--- config.mk ---
export PLATFORM = sky130hd
export DESIGN_NAME = exe_divider
export DESIGN_NICKNAME = d
export VERILOG_FILES = /design/src/rtl/exe_divider.sv
export SDC_FILE = /design/constraint.sdc
export NUM_CORES = 1
export LEC_CHECK = 0
export ABC_AREA = 1
export BUFFER_PORTS_ARGS = -buffer_cell sky130_fd_sc_hd__buf_4
export CAP_MARGIN = 20
export CELL_PAD_IN_SITES_DETAIL_PLACEMENT = 1
export CELL_PAD_IN_SITES_GLOBAL_PLACEMENT = 1
export CORE_MARGIN = 2
export CORE_UTILIZATION = 46
export DETAILED_ROUTE_END_ITERATION = 8
export PLACE_DENSITY_LB_ADDON = 0.08
export RECOVER_POWER = 50
export SLEW_MARGIN = 20
export SYNTH_ARGS = -nofsm -noshare
export SYNTH_HDL_FRONTEND = slang
export SYNTH_SLANG_ARGS = --single-unit
--- constraint.sdc ---
create_clock -name cpu_clk_50M -period 8 [get_ports cpu_clk_50M]
set_clock_uncertainty 0.1 [all_clocks]
set_input_delay 0.4 -clock cpu_clk_50M [delete_from_list [all_inputs] [get_ports cpu_clk_50M]]
set_output_delay 0.4 -clock cpu_clk_50M [all_outputs]
set_load 0.05 [all_outputs]
--- src/rtl/exe_divider.sv ---
// Multi-cycle radix-2 restoring divider for the EXE stage (DIV/DIVU).
// Holds the pipeline via stallreq_div and delivers quotient/remainder with a one-cycle ready pulse.
module exe_divider #(
    parameter int DATA_W = 32,
    parameter int CNT_W  = 6
) (
    input  logic              cpu_clk_50M,
    input  logic              cpu_rst_n,
    input  logic              div_start,
    input  logic              div_signed,
    input  logic [DATA_W-1:0] dividend,
    input  logic [DATA_W-1:0] divisor,
    input  logic              flush,
    output logic              stallreq_div,
    output logic              div_ready,
    output logic [DATA_W-1:0] quotient,
    output logic [DATA_W-1:0] remainder,
    output logic [1:0]        o_dbg_state
);

    localparam int PW = 2 * DATA_W + 1;

    typedef enum logic [1:0] {
        S_IDLE   = 2'd0,
        S_BYZERO = 2'd1,
        S_ON     = 2'd2,
        S_END    = 2'd3
    } state_t;

    state_t              r_state;
    state_t              w_next;
    logic [CNT_W-1:0]    r_cnt;
    logic [PW-1:0]       r_part;
    logic [DATA_W-1:0]   r_divisor;
    logic                r_neg_q;
    logic                r_neg_r;

    logic                w_accept;
    logic                w_abort;
    logic [DATA_W-1:0]   w_abs_a;
    logic [DATA_W-1:0]   w_abs_b;
    logic [PW-1:0]       w_shift;
    logic [DATA_W+1:0]   w_trial;
    logic [PW-1:0]       w_step;
    logic [DATA_W-1:0]   w_q;
    logic [DATA_W-1:0]   w_r;

    assign w_accept = (r_state == S_IDLE) & div_start & ~flush;
    assign w_abort  = flush | ~div_start;

    // Magnitudes for signed operation; 0x80000000 maps onto itself as an unsigned value.
    assign w_abs_a = (div_signed & dividend[DATA_W-1]) ? -dividend : dividend;
    assign w_abs_b = (div_signed & divisor[DATA_W-1])  ? -divisor  : divisor;

    // Lower half carries dividend bits shifting out and quotient bits shifting in.
    assign w_shift = r_part << 1;
    assign w_trial = {1'b0, w_shift[PW-1:DATA_W]} - {2'b00, r_divisor};
    assign w_step  = w_trial[DATA_W+1] ? w_shift
                                       : {w_trial[DATA_W:0], w_shift[DATA_W-1:1], 1'b1};
    assign w_q     = w_step[DATA_W-1:0];
    assign w_r     = w_step[2*DATA_W-1:DATA_W];

    assign stallreq_div = div_start & ~flush & (r_state != S_END);
    assign o_dbg_state  = r_state;

    always_comb begin
        w_next = r_state;
        case (r_state)
            S_IDLE: begin
                if (w_accept) begin
                    w_next = (divisor == '0) ? S_BYZERO : S_ON;
                end
            end
            S_BYZERO: begin
                w_next = w_abort ? S_IDLE : S_END;
            end
            S_ON: begin
                if (w_abort) begin
                    w_next = S_IDLE;
                end else if (r_cnt == CNT_W'(DATA_W - 1)) begin
                    w_next = S_END;
                end
            end
            S_END: begin
                w_next = S_IDLE;
            end
            default: begin
                w_next = S_IDLE;
            end
        endcase
    end

    always_ff @(posedge cpu_clk_50M or negedge cpu_rst_n) begin
        if (!cpu_rst_n) begin
            r_state   <= S_IDLE;
            r_cnt     <= '0;
            r_part    <= '0;
            r_divisor <= '0;
            r_neg_q   <= 1'b0;
            r_neg_r   <= 1'b0;
            div_ready <= 1'b0;
            quotient  <= '0;
            remainder <= '0;
        end else begin
            r_state   <= w_next;
            div_ready <= (w_next == S_END);
            if (w_accept) begin
                r_part    <= {{(DATA_W+1){1'b0}}, w_abs_a};
                r_divisor <= w_abs_b;
                r_neg_q   <= div_signed & (dividend[DATA_W-1] ^ divisor[DATA_W-1]);
                r_neg_r   <= div_signed & dividend[DATA_W-1];
                r_cnt     <= '0;
            end else if (r_state == S_ON) begin
                r_part <= w_step;
                r_cnt  <= r_cnt + 1'b1;
            end
            // Results are loaded on the edge into END so they are valid alongside div_ready.
            if (r_state == S_ON && w_next == S_END) begin
                quotient  <= r_neg_q ? -w_q : w_q;
                remainder <= r_neg_r ? -w_r : w_r;
            end else if (r_state == S_BYZERO && w_next == S_END) begin
                quotient  <= '0;
                remainder <= '0;
            end
        end
    end

endmodule

Word-level counts from Yosys, hierarchy flattened
Cells that the tools add are included.

word-level totals
  output and inout bits = 68
  flip-flop bits (word level) = 171
  word-level logic and storage cells = 56
  input bits = 69

cells by class
  equal/unequal tests = 6
  bitwise operators = 11
  $add $sub $neg = 6
  reduce and logical (&&, ||, !) cells = 6
  multiplexer cells = 18

operators with widths
  kind                                                                    count
  32-bit 2-to-1 mux                                                       7
  64-bit 2-to-1 mux                                                       3
  32-bit negator                                                          4
  33-bit by 32-bit subtractor with 34-bit output                          1
  32-bit zero test                                                        1
  6-bit 2-to-1 mux                                                        2
  2-bit 2-to-1 mux                                                        5
  2-bit case mux with 4 select lines                                      1
  1-bit AND                                                               7
  6-bit by 1-bit adder with 6-bit output (second input constant)          1
  2-bit equality test (second input constant)                             3
  6-bit by 5-bit equality test with 1-bit output (second input constant)  1
  2-bit nonzero test                                                      2
  2-bit by 1-bit equality test with 1-bit output (second input constant)  1
  1-bit logical AND                                                       2
  2-bit zero test                                                         1
  2-bit != test (second input constant)                                   1
  1-bit inverter                                                          2
  1-bit OR                                                                1
  1-bit XOR                                                               1

Depth between registers and ports, before layout
Gate-level depths: netlist (run 1).

  depth in word-level cells = 9
  depth in mapped cells = 28
  depth with buffers taken out = 27

Worst setup path after synthesis (run 1)
OpenSTA, ideal clock, no wires.

  path type = register to register
  start = register r_part[53]
  end = register quotient[28]
  required time = 7.817 ns
  path buffers = 1
  clock period less this slack = 3.658 ns
  cell stages (with the launch flop) = 26
  setup slack = 4.342 ns
  setup time = 0.083 ns
  arrival time = 3.475 ns
  path through = dfrtp_1 > ha_1 > nand2_1 > nand2_1 > inv_1 > nor2_1 > nor2_2 > o21ai_2 > a21oi_4 > nand2_8 > inv_2 > buf_4 > ha_1 > inv_1 > nor3_1 > nand3_1 > nor2_1 > nand3_1 > inv_1 > nand4_1 > nor2_1 > nand2_1 > o21ai_0 > o21ai_0 > xor2_1 > o21ai_0

on the way
  longest elaborated chain between the ends = 5

ends and longest elaborated chain
  what                                            line  text
  from (decl)                                     33    logic [PW-1:0] r_part;
  from (signal assigned)                          108   r_part <= {{(DATA_W+1){1'b0}}, w_abs_a};
  from (signal assigned)                          114   r_part <= w_step;
  33-bit by 32-bit subtractor with 34-bit output  57    assign w_trial = {1'b0, w_shift[PW-1:DATA_W]} - {2'b00, r_divisor};
  64-bit 2-to-1 mux                               58    assign w_step = w_trial[DATA_W+1] ? w_shift
  32-bit negator                                  119   quotient <= r_neg_q ? -w_q : w_q;
  32-bit 2-to-1 mux                               119
  32-bit 2-to-1 mux                               118   if (r_state == S_ON && w_next == S_END) begin
  to (signal assigned)                            119
  to (decl)                                       16    output logic [DATA_W-1:0] quotient,

Every way passes these cells.
A chain may end at the register's enable or synchronous reset.

Final worst setup path (run 1)
  start = register r_part[50]
  end = register quotient[28]

Same word-level chain as after synthesis.

==> metrics.md, run 1 <==
| Metric | Value |
|---|---|
| Status | `complete, but fails checks` |
| Failing checks | `negative hold slack, max-capacitance violations, max-slew violations` |
| Pre-Repair DR Iteration Count | `5` |
| FF+latch count, synth | `171` |
| DIE HEIGHT | `170 um` |
| Worst Path Max Fanout | `46` |
| Period utilization | `62.8%` |
| Post-synth EDFFs | `0` |
| M1 GR Usage | `42.6%` |
| Setup crit start kind | `flip-flop` |
| GPL Wtd Cong | `0.904` |
| PwrDens | `347 nW/um^2` |
| Hpwl dp | `35800 um` |
| Share of post-route cells with drive strength above 1 | `9.02%` |
| Busiest grt layer | `met2` |
| Critical path type | `flip-flop to flip-flop` |
| VDD IR max | `0.169 mV` |
| DR iter-0 viols | `861` |
| Setup violators final | `0` |
| Area of the multi-input gates | `7160 sq um` |
| CTS tree | `built` |
| Vias post-DR | `13335` |
| First-pass GRT wire length | `74400 um` |
| # IOs | `137` |
| I/O Buffers | `136` |
| Detail Route Antenna Nets | `0` |
| Clock Pin Slew Worst Setup and Hold Paths | `0.08 ns` |
| Met2 Use GR | `56.7%` |
| Dominant cell type by area after synthesis | `dfrtp_1` |
| H-tree depth | `4` |
| Ranking of synthesized cells by area | `dfrtp_1 34%, nand2_1 17%, inv_1 7.8%` |
| Crit path arrival time | `5.29 ns` |
| DIE WIDTH | `170 um` |
| Row cnt | `60` |
| Largest net degree at the start of global routing | `112` |
| Synth Warn # | `0` |
| Via/cell ratio | `5.63` |
| Critical Path End Type | `flip-flop` |
| Worst rel slew slack | `-161%` |
| RSZ-0062 raised after global routing | `false` |
| Clk Latency, worst-skew pair | `0.45 ns` |
| Gr ovfl total | `0` |
| Hold_ws | `-0.0854 ns` |
| Vias in the first global route | `13730` |
| Post-CTS sizing | `0` |
| Drt wl/cell | `19.8 um` |
| Post-Syn Nets | `2016` |
| Worst Path Required | `8.27 ns` |
| Fill cells | `3688` |
| Clock tree buffer depth | `2` |
| Synth unique cells | `54` |
| Core box area | `27000 sq um` |
| Die ar. | `29000 sq um` |
| Worst path bufs/invs | `4` |
| CP peak stage delay | `0.54 ns` |
| Starting Density | `47.1%` |
| Ys flop type | `dfrtp_1` |
| Final net count | `2122` |
| Final Max Slew Viols | `67` |
| Post-CTS Hold Buffers | `0` |
| Ys async rst share | `100%` |
| Crit path max-delay family | `simple AND/OR/NAND/NOR gates` |
| Fin Setup TNS | `0 ns` |
| Final hold viol count | `15` |
| Hold Crit Class | `input pin to asynchronous set/reset pin` |
| Syn Inst Count | `1909` |
| Total power | `0.00496 W` |
| Slowest cell on crit path | `a21oi_4` |
| Avg Cell Area, Syn | `6.66 sq um` |
| CTS buffer count | `17` |
| Clock Root Buffer | `clkbuf_16` |
| Least-Margin Pin Slew | `3.91 ns` |
| End-of-flow core utilization | `52.9%` |
| Number of diodes | `0` |
| Number of max-cap violations | `1` |
| Syn Std Cell Area | `12700 sq um` |
| Seq/Total Area, Yosys | `33.6%` |
| Max Clk Rate | `199 MHz` |
| Routed WL | `46900 um` |
| Antenna violations before repair | `0` |
| Setup Fix Bufs, Post-CTS | `0` |
| Area growth syn-to-layout | `12.5%` |
| Total GRT Usage | `33.2%` |
| GR met3 Demand/Resource | `3.95%` |
| Post-route DRC | `0` |
| CTS Sinks | `171` |
| Cells along the critical path | `ha_1 > nand2_1 > inv_1 > a21oi_2 > o21ai_2 > a21oi_4 > nand2_8 > inv_2 > ha_1 > inv_1 > nor3_1 > nand3_1 > nor2_1 > nand3_1 > inv_1 > nand4_1 > nor2_1 > nand2_1 > o21ai_0 > o21ai_0 > xor2_1 > o21ai_0` |
| Static leakage | `7.31 nW` |
| Yosys top cell area share | `33.6%` |
| FF/Latch Area | `4280 sq um` |
| Post-layout minimum cycle time | `5.02 ns` |
==> report_power, final <==
| group | leakage, nW | switching [W] | internal, W |
|---|---|---|---|
| sequential | 2.23 | 0.000114 | 0.000989 |
| clock | 0.281 | 0.000431 | 0.000426 |
| combinational | 4.80 | 0.00215 | 0.000847 |
==> synthesized netlist by cell type (4+ instances only) <==
cell type and n:
o22ai_1 19, nor2_1 177, nor4_1 7, o21ai_0 194, a22o_1 5, a31oi_1 4
nand4_1 21, ha_1 37, dfrtp_1 171, nand2_1 561, nand3_1 104, xnor2_1 30
nor3_1 22, a21oi_1 56, xor2_1 68, or2_2 6, inv_1 263, nor2_2 7
nand2_2 32, o31ai_1 4, o21ai_1 12, o21ai_2 8, clkbuf_1 46
==> worst paths after layout <==
path	from	endpoint	slack, ns	depth (start not counted)
max in group asynchronous	cpu_rst_n	quotient[29]$_DFFE_PN0P_	3.68	2
min	cpu_rst_n	r_part[47]$_DFFE_PN0P_	-0.09	1
min reg2reg	remainder[28]$_DFFE_PN0P_	remainder[28]$_DFFE_PN0P_	0.38	2
min in group cpu_clk_50M	flush	o_dbg_state[0]$_DFF_PN0_	0.01	2
max	r_part[50]$_DFFE_PN0P_	quotient[28]$_DFFE_PN0P_	2.98	22
max reg2reg	r_part[50]$_DFFE_PN0P_	quotient[28]$_DFFE_PN0P_	2.98	22
==> layout by cell type, fill, tap and decap left out, drive strengths merged, types with 2 or more instances in the layout <==
| cell | count |
|---|---|
| a21oi | 60 |
| a22o | 5 |
| a31oi | 4 |
| buf | 76 |
| clkbuf | 87 |
| clkinv | 8 |
| clkinvlp | 3 |
| dfrtp | 171 |
| ha | 37 |
| inv | 270 |
| nand2 | 597 |
| nand3 | 107 |
| nand3b | 3 |
| nand4 | 22 |
| nor2 | 187 |
| nor3 | 22 |
| nor3b | 2 |
| nor4 | 7 |
| o21a | 2 |
| o21ai | 215 |
| o21bai | 3 |
| o221ai | 2 |
| o22ai | 19 |
| o31ai | 4 |
| or2 | 7 |
| or3 | 2 |
| xnor2 | 30 |
| xor2 | 68 |
==> area by class of cell <==
type,count,area share [%]
sequential,171,29.9
multi-input combinational,1413,50.1
inverter,267,7.01
clock inverter,14,1.08
tap,341,2.98
timing repair buffer,145,5.87
clock buffer,18,3.07
==> logic make-up (layout without fill, tap and decap cells) <==
| kind of cell | Yosys count | count (layout) | share of synthesized area [%] |
|---|---|---|---|
| AOI/OAI and AO/OA | 319 | 319 | 13.9 |
| xor gates and xnor gates | 98 | 98 | 6.75 |
| adders and majority gates | 38 | 38 | 3.80 |
| buffers and inverters | 325 | 444 | 10.0 |
| DFF | 171 | 171 | 33.6 |
| and+or+nand+nor | 958 | 958 | 31.9 |
==> flip-flops by register name, summed over array words and instances, names as in the netlist <==
signal       count
r_part          64
o_dbg_state      2
r_neg_q          1
r_cnt            6
div_ready        1
remainder       32
quotient        32
r_divisor       32
r_neg_r          1
==> per-layer routing <==
metal / vias to the layer above / routed length (um) / part of all wire (%)
li1: 6276 / - / -
met1: 6593 / 20300 / 43
met2: 366 / 22300 / 47
met3: 100 / 2230 / 4.8
met4: 0 / 2060 / 4.4
met5: - / 0 / 0
==> stage by stage <==
| step | cell area [sq um] | std cells | hold WS, ns | setup WS, ns |
|---|---|---|---|---|
| floorplan | 12700 | 1909 | 0.00441 | 4.34 |
| global placement | 14000 | 2337 | 0.364 | 3.36 |
| global route | 14300 | 2369 | 0.0149 | 2.53 |
| CTS | 14600 | 2369 | 0.00444 | 3.10 |
| detailed placement | 14000 | 2337 | 0.367 | 3.11 |
| finish | 14300 | 2369 | -0.0854 | 2.98 |
(Power assumes the default switching activity.)
==> inputs of run 2 (changes only) <==
- CORE_UTILIZATION: 46 -> 43
- clock period: 8 -> 4.9 ns (I/O delays scaled with it)
==> metrics.md, run 2 (synthesis results as in run 1) <==
| Metric | Value |
|---|---|
| Static leakage | `7.35 nW` |
| Most common library cell in the layout ignoring fill and taps | `nand2_1` |
| Highest Signal Layer | `met4` |
| Final hold viol count | `0` |
| Via/cell ratio | `5.42` |
| Least-Margin Pin Slew | `2.29 ns` |
| Dpl ws | `0.632 ns` |
| Antenna violations before repair | `0` |
| CTS Sinks | `171` |
| DR iter-0 viols | `923` |
| Post-CTS sizing | `0` |
| Number of diodes | `0` |
| Slowest cell on crit path | `dfrtp_1` |
| CP peak stage delay | `0.40 ns` |
| Vias in the first global route | `13669` |
| Fin Setup TNS | `0 ns` |
| Starting Density | `44.0%` |
| Worst path bufs/invs | `4` |
| Non-Filler Cell Area, Final | `14400 sq um` |
| Max reg flops | `64` |
| Crit-path most repeated cell | `nand2_1` |
| Crit path arrival time | `4.59 ns` |
| Total GRT Usage | `31.1%` |
| DIE HEIGHT | `176 um` |
| Area growth syn-to-layout | `13.2%` |
| Die ar. | `31000 sq um` |
| Post-layout minimum cycle time | `4.32 ns` |
| VDD IR max | `0.226 mV` |
| CTS buffer count | `17` |
| PnR worst setup slack | `0.577 ns` |
| Metal2 WL | `22000 um` |
| Setup violators final | `0` |
| Drt wl/cell | `19.4 um` |
| Vias post-DR | `13116` |
| Worst Path Max Fanout | `17` |
| Row cnt | `62` |
| CTS tree | `built` |
| Period utilization | `88.2%` |
| Status | `complete, but fails checks` |
| Routed WL | `46900 um` |
| Clock tree buffer depth | `2` |
| Worst Path Required | `5.17 ns` |
| DIE WIDTH | `176 um` |
| # IOs | `137` |
| Critical Path End Type | `flip-flop` |
| Worst rel slew slack | `-52.8%` |
| Crit path max-delay family | `simple AND/OR/NAND/NOR gates` |
| WL met3 | `2330 um` |
| PwrDens | `560 nW/um^2` |
| Critical path type | `flip-flop to flip-flop` |
| Largest Register | `r_part` |
| Core box area | `28900 sq um` |
| Clock Root Buffer | `clkbuf_16` |
| Final Max Slew Viols | `174` |
| Setup crit start kind | `flip-flop` |
| H-tree depth | `4` |
| Pre-Repair DR Iteration Count | `5` |
| Setup Fix Bufs, Post-CTS | `0` |
| Metal-1 WL | `20800 um` |
| Clock Pin Slew Worst Setup and Hold Paths | `0.07 ns` |
| Hold_ws | `0.0231 ns` |
| RSZ-0062 raised after global routing | `false` |
| Max Clk Rate | `231 MHz` |
| Detail Route Antenna Nets | `0` |
| Number of max-cap violations | `2` |
| First-pass GRT wire length | `74700 um` |
| Commonest cells after routing, fill and taps aside | `560 x nand2_1, 263 x inv_1, 194 x o21ai_0, 177 x nor2_1, 171 x dfrtp_1` |
| Dpl cell area | `14100 sq um` |
| I/O Buffers | `136` |
| Share of post-route cells with drive strength above 1 | `9.23%` |
| Gr ovfl total | `0` |
| Final net count | `2130` |
| Largest net degree at the start of global routing | `111` |
| Hpwl dp | `36900 um` |
| Clk Latency, worst-skew pair | `0.45 ns` |
| Post-route DRC | `0` |
| GPL Wtd Cong | `0.930` |
| Total power | `0.00807 W` |
| Hold Crit Class | `input pin to flip-flop` |
| Failing checks | `max-capacitance violations, max-slew violations` |
-- run 2: repair_timing --
item,in CTS,in global routing
hold buffers,3,0
setup endpoints to repair,0,0
hold endpoints to repair,82,0
-- run 2: area by class of cell --
class | instances | area (sq um)
Fill cell | 3893 | 14500
Timing Repair Buffer | 153 | 900
Clock buffer | 17 | 425
Inverter | 267 | 1000
Sequential cell | 171 | 4280
Multi-Input combinational cell | 1413 | 7160
Clock inverter | 15 | 148
Tap cell | 384 | 480
-- run 2: path summary, 6_finish.rpt --
path	start	endpoint	slack (ns)	cells past startpoint
hold reg to reg	remainder[7]$_DFFE_PN0P_	remainder[7]$_DFFE_PN0P_	0.38	2
max in group asynchronous	cpu_rst_n	quotient[9]$_DFFE_PN0P_	0.86	3
setup reg to reg	r_part[37]$_DFFE_PN0P_	quotient[28]$_DFFE_PN0P_	0.58	26
min in group asynchronous	cpu_rst_n	r_divisor[20]$_DFFE_PN0P_	0.86	2
setup / recovery	r_part[37]$_DFFE_PN0P_	quotient[28]$_DFFE_PN0P_	0.58	26
hold / removal	divisor[30]	r_divisor[30]$_DFFE_PN0P_	0.02	3
-- run 2: per-stage QoR --
step / cells / util, %
CTS: 2420 / 50.7
global placement: 2385 / 48.6
floorplan: 1909 / -
finish: 2420 / 49.8
detailed placement: 2385 / 48.6
global route: 2420 / 49.8
-- run 2: power by group --
group,internal [W],leakage [nW],switching [W],total [W]
combinational,0.00141,4.84,0.00349,0.00490
sequential,0.00161,2.23,0.000194,0.00181
clock,0.000677,0.281,0.000683,0.00136
-- run 2: metal layers --
| layer | track usage, % | vias to the layer above |
|---|---|---|
| met5 | 0 | - |
| li1 | - | 6306 |
| met2 | 52.0 | 306 |
| met4 | 11.9 | 0 |
| met3 | 5.02 | 81 |
| met1 | 40.6 | 6423 |
-- run 2: tightest hold or removal path: cells and delay by family --
family | cells | cell delay [ns]
XOR/XNOR | 1 | 0.12
buffers and inverters | 1 | 0.09
AO/OA/AOI/OAI | 1 | 0.07
==> inputs of run 3 (changes only) <==
- BUFFER_PORTS_ARGS: -buffer_cell sky130_fd_sc_hd__buf_4 -> default
- CORE_UTILIZATION: 43 -> 47
- DONT_BUFFER_PORTS: default -> 1
==> metrics.md, run 3 (synthesis results as in run 1) <==
| Metric | Value |
|---|---|
| Final net count | `2045` |
| Worst path bufs/invs | `4` |
| CTS tree | `built` |
| Vias post-DR | `12820` |
| Critical Path End Type | `flip-flop` |
| Pre-Repair DR Iteration Count | `5` |
| Largest net degree at the start of global routing | `172` |
| DIE HEIGHT | `169 um` |
| Routed WL | `46700 um` |
| Sequential power share | `22.5%` |
| VDD IR max | `0.271 mV` |
| Hold_ws | `-0.0121 ns` |
| Area growth syn-to-layout | `11.1%` |
| # IOs | `137` |
| Total GRT Usage | `33.4%` |
| RSZ-0062 raised after global routing | `false` |
| Post-route DRC | `0` |
| PwrDens | `570 nW/um^2` |
| Internal reg-to-reg setup slack | `0.70 ns` |
| Post-layout minimum cycle time | `4.20 ns` |
| Clock tree buffer depth | `2` |
| Status | `complete, but fails checks` |
| Via/cell ratio | `5.59` |
| Setup violators final | `0` |
| Share of post-route cells with drive strength above 1 | `6.00%` |
| Worst Path Max Fanout | `17` |
| Final Max Slew Viols | `172` |
| Most common library cell in the layout ignoring fill and taps | `nand2_1` |
| Power share of the combinational group | `59.8%` |
| Max Clk Rate | `238 MHz` |
| Worst rel slew slack | `-68.0%` |
| CP peak stage delay | `0.45 ns` |
| Psw | `0.00430 W` |
| Core box area | `26700 sq um` |
| Clk pwr share | `17.8%` |
| Hold endpoint | `r_divisor[18]$_DFFE_PN0P_` |
| GPL Wtd Cong | `0.966` |
| Crit-path most repeated cell | `nand2_1` |
| Commonest cells after routing, fill and taps aside | `560 x nand2_1, 263 x inv_1, 194 x o21ai_0, 177 x nor2_1, 171 x dfrtp_1` |
| Net Sw Frac | `53.4%` |
| Critical path type | `flip-flop to flip-flop` |
| Number of max-cap violations | `1` |
| Row cnt | `60` |
| DIE WIDTH | `169 um` |
| First-pass GRT wire length | `73900 um` |
| Area of the multi-input gates | `7160 sq um` |
| Placed cell count | `2204` |
| Gr ovfl total | `0` |
| Antenna violations before repair | `0` |
| R2R Path End | `quotient[28]$_DFFE_PN0P_` |
| Max reg flops | `64` |
| Worst Path Required | `5.18 ns` |
| Period utilization | `85.7%` |
| Detail Route Antenna Nets | `0` |
| CTS buffer count | `17` |
| Crit path max-delay family | `simple AND/OR/NAND/NOR gates` |
| Final hold viol count | `2` |
| Non-Filler Instances | `2292` |
| Largest Register | `r_part` |
| CTS Sinks | `171` |
| Hold Crit Class | `input pin to flip-flop` |
| FF/Latch Area | `4280 sq um` |
| Starting Density | `47.6%` |
| WHS Path Cells | `2` |
| Clock Root Buffer | `clkbuf_16` |
| Hold wc startpoint | `divisor[18]` |
| Clk Latency, worst-skew pair | `0.45 ns` |
| Hpwl dp | `34400 um` |
| Failing checks | `negative hold slack, max-capacitance violations, max-slew violations` |
| End-of-flow core utilization | `52.9%` |
| Slowest cell on crit path | `dfrtp_1` |
| Die ar. | `28400 sq um` |
| Crit path arrival time | `4.48 ns` |
| Static leakage | `7.17 nW` |
| DR iter-0 viols | `870` |
| Vias in the first global route | `13580` |
| Number of diodes | `0` |
| I/O Buffers | `0` |
| H-tree depth | `4` |
| Least-Margin Pin Slew | `2.52 ns` |
| Fill cells | `3554` |
| P_int | `0.00375 W` |
| Clock Pin Slew Worst Setup and Hold Paths | `0.08 ns` |
| Fin Setup TNS | `0 ns` |
| Setup crit start kind | `flip-flop` |
| R2R Path Start | `r_part[35]$_DFFE_PN0P_` |
| Drt wl/cell | `20.4 um` |
| Path depth of the worst reg2reg path | `26` |
-- run 3: per-layer routing --
layer  share of wire, %  vias up  global-route usage (%)
met4                3.5        0                    12.3
li1                   -     6133                       -
met5                  0        -                       0
met2                 49      347                    58.6
met1                 42     6249                    41.5
met3                4.9       91                    5.45
-- run 3: layout make-up --
class                   instances  area share, %
clock inverters                14           1.21
inverters                     267           7.09
clock buffers                  18           3.04
repair buffers                 68           4.64
well taps                     341           3.02
multi-input cells            1413           50.7
flip-flops and latches        171           30.3
-- run 3: power groups by stage --
stage | Sequential, W | Combinational, W | Clock, W
2_1_floorplan | 0.00175 | 0.00336 | 0
3_3_place_gp | 0.00183 | 0.00453 | 0
3_5_place_dp | 0.00183 | 0.00464 | 0
4_1_cts | 0.00180 | 0.00477 | 0.00144
5_1_grt | 0.00183 | 0.00529 | 0.00149
6_report | 0.00181 | 0.00481 | 0.00143
-- run 3: what timing repair did --
| action | in CTS | in global routing |
|---|---|---|
| hold buffers | 56 | 0 |
| gates resized for setup | 0 | 0 |
| setup endpoints to repair | 0 | 0 |
| buffers inserted | 0 | 0 |
| hold endpoints to repair | 222 | 0 |
-- run 3: worst max-delay path by stage --
stage	cells after the start	start	endpoint
6_report	26	r_part[35]$_DFFE_PN0P_	quotient[28]$_DFFE_PN0P_
5_1_grt	26	r_part[35]$_DFFE_PN0P_	quotient[28]$_DFFE_PN0P_
4_1_cts	26	r_part[41]$_DFFE_PN0P_	quotient[28]$_DFFE_PN0P_
3_5_place_dp	26	r_part[41]$_DFFE_PN0P_	quotient[28]$_DFFE_PN0P_
3_3_place_gp	26	r_part[41]$_DFFE_PN0P_	quotient[28]$_DFFE_PN0P_
2_1_floorplan	25	r_part[53]$_DFFE_PN0P_	quotient[28]$_DFFE_PN0P_
-- run 3: per-stage QoR --
| step | cell area, sq um | hold slack (ns) | worst slack [ns] | total power (W) |
|---|---|---|---|---|
| floorplan | 12700 | -0.151 | 1.24 | 0.00511 |
| global placement | 13000 | -0.144 | 0.927 | 0.00636 |
| detailed placement | 13000 | -0.144 | 0.753 | 0.00647 |
| CTS | 14100 | 0.00331 | 0.749 | 0.00801 |
| global route | 14100 | 0.00559 | 0.249 | 0.00861 |
| finish | 14100 | -0.0121 | 0.699 | 0.00805 |
-- run 3: worst reg2reg max path, delay by kind of cell (launching register included) --
family                     cells  cell delay, ns
AOI/OAI and AO/OA              3            0.58
xor gates and xnor gates       1            0.17
adders and majority gates      2            0.53
buffers and inverters          4            0.29
DFF                            1            0.45
and+or+nand+nor               16            2.01
